[src/rtl/grid_color_mem.sv]
// grid_color_mem: colour table for the 4x4 board display.
// Holds one {R,G,B} colour per cell, serves the display's combinational
// lookup, and owns an edited cursor driven by debounced button levels.
// A clear command sweeps all sixteen cells to zero, one cell per cycle.
module grid_color_mem #(
  parameter int BLINK_W  = 24,
  parameter bit BLINK_EN = 1'b1
) (
  input  logic       clk,
  input  logic       rst,
  input  logic       btn_up,
  input  logic       btn_down,
  input  logic       btn_left,
  input  logic       btn_right,
  input  logic       btn_color,
  input  logic       btn_clear,
  input  logic [3:0] posicion,
  output logic [2:0] dirColor,
  output logic [3:0] cursor,
  output logic       busy
);

  typedef enum logic {
    IDLE,
    CLEAR
  } state_t;

  // Button vector order sets action priority: clear > color > up > down > left > right.
  localparam int unsigned B_RIGHT = 0;
  localparam int unsigned B_LEFT  = 1;
  localparam int unsigned B_DOWN  = 2;
  localparam int unsigned B_UP    = 3;
  localparam int unsigned B_COLOR = 4;
  localparam int unsigned B_CLEAR = 5;

  state_t             state_q, state_d;
  logic [3:0]         sweep_q, sweep_d;
  logic [5:0]         btn_lvl;
  logic [5:0]         hist_q;
  logic [5:0]         edges;
  logic [1:0]         col_q, col_d;
  logic [1:0]         row_q, row_d;
  logic [2:0]         cell_q [16];
  logic               wr_en;
  logic [3:0]         wr_idx;
  logic [2:0]         wr_data;
  logic [BLINK_W-1:0] blink_q;
  logic               highlight;

  assign btn_lvl = {btn_clear, btn_color, btn_up, btn_down, btn_left, btn_right};
  assign edges   = btn_lvl & ~hist_q;
  assign cursor  = ~{col_q, row_q};
  assign busy    = (state_q == CLEAR);

  // Next-state, cursor movement and the single cell write port.
  always_comb begin
    state_d = state_q;
    sweep_d = sweep_q;
    col_d   = col_q;
    row_d   = row_q;
    wr_en   = 1'b0;
    wr_idx  = cursor;
    wr_data = cell_q[cursor] + 3'd1;
    case (state_q)
      IDLE: begin
        if (edges[B_CLEAR]) begin
          state_d = CLEAR;
          sweep_d = '0;
        end else if (edges[B_COLOR]) begin
          wr_en = 1'b1;
        end else if (edges[B_UP]) begin
          row_d = row_q - 2'd1;
        end else if (edges[B_DOWN]) begin
          row_d = row_q + 2'd1;
        end else if (edges[B_LEFT]) begin
          col_d = col_q - 2'd1;
        end else if (edges[B_RIGHT]) begin
          col_d = col_q + 2'd1;
        end
      end
      CLEAR: begin
        wr_en   = 1'b1;
        wr_idx  = sweep_q;
        wr_data = '0;
        sweep_d = sweep_q + 4'd1;
        if (sweep_q == 4'd15) begin
          state_d = IDLE;
        end
      end
      default: state_d = IDLE;
    endcase
  end

  // Control state: FSM, sweep counter, button history, cursor, blink counter.
  always_ff @(posedge clk or negedge rst) begin
    if (!rst) begin
      state_q <= IDLE;
      sweep_q <= '0;
      hist_q  <= '0;
      col_q   <= '0;
      row_q   <= '0;
      blink_q <= '0;
    end else begin
      state_q <= state_d;
      sweep_q <= sweep_d;
      hist_q  <= btn_lvl;
      col_q   <= col_d;
      row_q   <= row_d;
      blink_q <= blink_q + 1'b1;
    end
  end

  // Colour table storage, written by colour actions or the clear sweep.
  always_ff @(posedge clk or negedge rst) begin
    if (!rst) begin
      for (int unsigned i = 0; i < 16; i++) begin
        cell_q[i] <= '0;
      end
    end else if (wr_en) begin
      cell_q[wr_idx] <= wr_data;
    end
  end

  assign highlight = BLINK_EN && (posicion == cursor) && blink_q[BLINK_W-1];

  // Display lookup, with the cursor cell inverted during the blink phase.
  always_comb begin
    dirColor = cell_q[posicion];
    if (highlight) begin
      dirColor = ~cell_q[posicion];
    end
  end

endmodule

[config.mk]
export PLATFORM = sky130hd
export DESIGN_NAME = grid_color_mem
export DESIGN_NICKNAME = d
export VERILOG_FILES = /design/src/rtl/grid_color_mem.sv
export SDC_FILE = /design/constraint.sdc
export NUM_CORES = 1
export LEC_CHECK = 0
export ABC_CLOCK_PERIOD_IN_PS = 4019
export BUFFER_PORTS_ARGS = -buffer_cell sky130_fd_sc_hd__buf_2
export CORE_AREA = 5 5 139 75
export CTS_CLUSTER_SIZE = 24
export DETAILED_ROUTE_END_ITERATION = 16
export DIE_AREA = 0 0 144 80
export PLACE_DENSITY = 0.68
export SLEW_MARGIN = 5
export SYNTH_ARGS = -nofsm -noshare
export SYNTH_HDL_FRONTEND = slang
export SYNTH_SLANG_ARGS = --single-unit
[constraint.sdc]
create_clock -name clk -period 4.02 [get_ports clk]
set_clock_uncertainty 0.15 [all_clocks]
set_input_delay 0.603 -clock clk [delete_from_list [all_inputs] [get_ports clk]]
set_output_delay 0.603 -clock clk [all_outputs]
set_load 0.02 [all_outputs]
==> flow_metrics.py <==
metrics = {
    "status": {
        "status": "finished, final reports clean",
    },
    "cts": {
        "cts_buffers": 9,
        "clockBufferDepth": 2,
        "cts_tree": "done",
        "cts_resized": 0,
        "numClockSinks": 87,
        "post_cts_buffers": 0,
        "insertion_delay_ns": 0.35,
        "cts_root_buffer": "clkbuf_16",
        "cts_hold_buffers": 0,
        "htree_levels": 3,
        "clkTransAtPathRegs_ns": 0.06,
    },
    "worst_setup_path": {
        "worst_path_most_repeated_cell": "mux4_2",
        "worst_setup_path_end_kind": "register",
        "timing.rr.start": "row_q[0]$_DFFE_PN0P_",
        "rr_worst_depth": 5,
        "crit_fanout": 16,
        "path_cells": "mux4_2 -> mux4_2 -> ha_1 -> nor2b_1 -> mux2_2",
        "critPathKind": "reg2reg",
        "cpPeakStageDelay_ns": 0.90,
        "r2r_end": "cell_q[4]$_DFFE_PN0P_",
        "crit_end": "cell_q[4]$_DFFE_PN0P_",
        "crit_start": "row_q[0]$_DFFE_PN0P_",
        "crit_path_start_kind": "register",
        "required_ns": 4.15,
        "r2r_setup_slack_ns": 0.37,
        "crit_path_top_delay_cell": "dfrtp_1",
        "cp.arrival_ns": 3.79,
    },
    "power": {
        "ir_worst_vdd_mv": 0.3631,
        "power_frac_seq_pct": 37.2,
        "p_clk_share_pct": 22.9,
        "power.total_uw": 3945,
        "internal-power_uw": 2424,
        "p_comb_share_pct": 39.9,
        "switching_power_uw": 1521,
        "swShare_pct": 38.55,
        "power_density_mw_per_mm2": 762.4,
        "power.leakage_uw": 0.002280,
    },
    "floorplanning": {
        "floorplan.initialDensity_pct": 51.30,
        "fp.coreArea_mm2": 0.009102,
        "die_height_um": 80,
        "die_w_um": 144,
        "ios": 20,
        "dieArea_mm2": 0.01152,
        "num_rows": 25,
    },
    "logic_synthesis": {
        "ys_warn_count": 0,
        "yosysSeqAreaShare_pct": 46.62,
        "synthAdderAreaFrac_pct": 0.8039,
        "synth_area_per_cell_um2": 11.88,
        "synth_compound_area_share_pct": 9.405,
        "synth.most_common_cell": "dfrtp_1",
        "yosysTopAreaCell": "dfrtp_1",
        "synth_top_family_by_area": "multiplexers",
        "syn_inst": 393,
        "synth_flop_cell": "dfrtp_1",
        "synth_top_area_share_pct": 46.62,
        "synth.area.mux_share_pct": 19.64,
        "syn_nets": 408,
        "synthArstFlopShare_pct": 100.0,
        "synthTopCellsByArea": "dfrtp_1, mux4_2, mux2_2",
        "synth_edf_count": 0,
        "netlist-cell-type-count": 55,
        "synthXorXnorAreaFrac_pct": 6.940,
        "ys_ff_latch": 87,
        "yosys-top-cells-count": "dfrtp_1, nand2_1, nor2_1",
        "syn-cell-area_mm2": 0.004669,
        "synthSimpleGateAreaFrac_pct": 13.26,
    },
    "min_path": {
        "hp-class": "in2async",
    },
    "routing": {
        "wl_met1_mm": 5.524,
        "wl_met2_mm": 4.464,
        "vias": 3304,
        "drcViolationCount": 0,
        "ant_nets": 0,
        "routed-wl-met3_mm": 1.141,
        "avgRoutedWirePerCell_um": 20.89,
        "drt_first_pass_iters": 5,
        "vias_per_cell": 6.153,
        "drt_iter0_drc": 275,
        "top_layer": "met4",
        "drt-total-wl_mm": 11.22,
    },
    "placement": {
        "dp_cells": 521,
        "dp_hpwl_mm": 8.217,
        "gp_congestion": 0.8612,
        "place_area_mm2": 0.004852,
        "post-place-ws_ns": 0.4922,
        "io_buffers": 19,
    },
    "final_layout": {
        "stdcell_area_mm2": 0.005175,
        "drive_above_1_share_pct": 24.04,
        "final_net_count": 426,
        "syn2layout_area_growth_pct": 10.83,
        "finalNonFillerCells": 537,
        "diodes": 0,
    },
    "timing": {
        "period_needed_ns": 3.654,
        "setup_ws_ns": 0.3655,
        "fin_crit_sh_pct": 90.91,
        "tns_ns": 0,
        "tightest_slew_ns": 1.034,
        "maxSlewViolCount": 0,
        "slew_headroom_pct": 30.92,
        "rsz0062_at_grt": "false",
        "finalSetupViolations": 0,
        "hold_viol_final": 0,
        "fmax_mhz": 273.6,
    },
    "run": {
        "max-cap-violations": 0,
    },
    "global_routing": {
        "grt_pass1_vias": 3188,
        "grt_max_degree": 63,
        "grt_usage_pct": 21.48,
        "grt_overflow_total": 0,
        "grt_antenna_before_repair": 0,
        "grt_pass1_wl_mm": 18.28,
    },
}
==> cell type report <==
cell class	instances	area (um2)
repair buffers	25	142.6
clock inverters	6	83.83
fillers	764	3928
inverters	11	43.79
clock buffers	10	239.0
multi-input cells	277	2337
well taps	121	151.4
flip-flops and latches	87	2177
==> how the worst min path moves through the flow <==
stage / from / endpoint / cells after the start
finish: rst / cell_q[8]$_DFFE_PN0P_ / 1
floorplan: rst / blink_q[0]$_DFF_PN0_ / 0
CTS: btn_up / hist_q[3]$_DFF_PN0_ / 1
detailed placement: blink_q[0]$_DFF_PN0_ / blink_q[0]$_DFF_PN0_ / 1
global route: btn_up / hist_q[3]$_DFF_PN0_ / 1
global placement: blink_q[0]$_DFF_PN0_ / blink_q[0]$_DFF_PN0_ / 1
==> power by group through the flow <==
stage / Clock [uW] / Sequential [uW] / Combinational [uW]
floorplan: 0 / 1280 / 1320
global placement: 0 / 1460 / 1520
detailed placement: 0 / 1480 / 1540
CTS: 913 / 1460 / 1560
global route: 955 / 1510 / 1710
finish: 904 / 1470 / 1570
==> state kept, by name (all words and copies together) (netlist names) <==
register  cells
hist_q        6
cell_q       48
row_q         2
sweep_q       4
busy          1
blink_q      24
col_q         2
==> placed cells by master (no fill, tap or decap), drive strengths merged, types with 9 or more instances in the layout <==
| cell type | synthesis | layout |
|---|---|---|
| a32o | 9 | 9 |
| buf | 12 | 25 |
| clkbuf | 6 | 10 |
| dfrtp | 87 | 87 |
| inv | 10 | 10 |
| mux2 | 34 | 34 |
| mux4 | 21 | 21 |
| nand2 | 30 | 30 |
| nand3 | 11 | 11 |
| nor2 | 26 | 26 |
| nor2b | 13 | 13 |
| nor3 | 15 | 15 |
| xnor2 | 24 | 24 |
| xor2 | 13 | 13 |
==> worst max-delay path, delay by kind of cell (launching register included) <==
| kind | cells | cell delay [ns] |
|---|---|---|
| multiplexers | 3 | 1.43 |
| flip-flops | 1 | 0.90 |
| AND/OR/NAND/NOR | 1 | 0.81 |
| adder cells (fa/ha/maj) | 1 | 0.29 |
==> cell families (layout without fill, tap and decap cells) <==
family	count (synthesis)	after routing
fa+ha+maj	3	3
compound gates	56	56
buf+inv	29	52
simple gates	121	121
mux	60	60
xor+xnor	37	37
flops	87	87
==> metal layers <==
metal | vias up | track usage [%]
li1 | 1473 | -
met1 | 1659 | 34.11
met2 | 164 | 27.60
met3 | 8 | 7.600
met4 | 0 | 4.417
met5 | - | 0
==> stage by stage <==
step           hold WS (ns)  util (%)
2_1_floorplan        0.1574         -
3_3_place_gp         0.2887     53.31
3_5_place_dp         0.2904     53.31
4_1_cts              0.2148     56.85
5_1_grt              0.2119     56.85
6_report             0.1893     56.85
No activity file was read; power rests on OpenSTA's default activity.
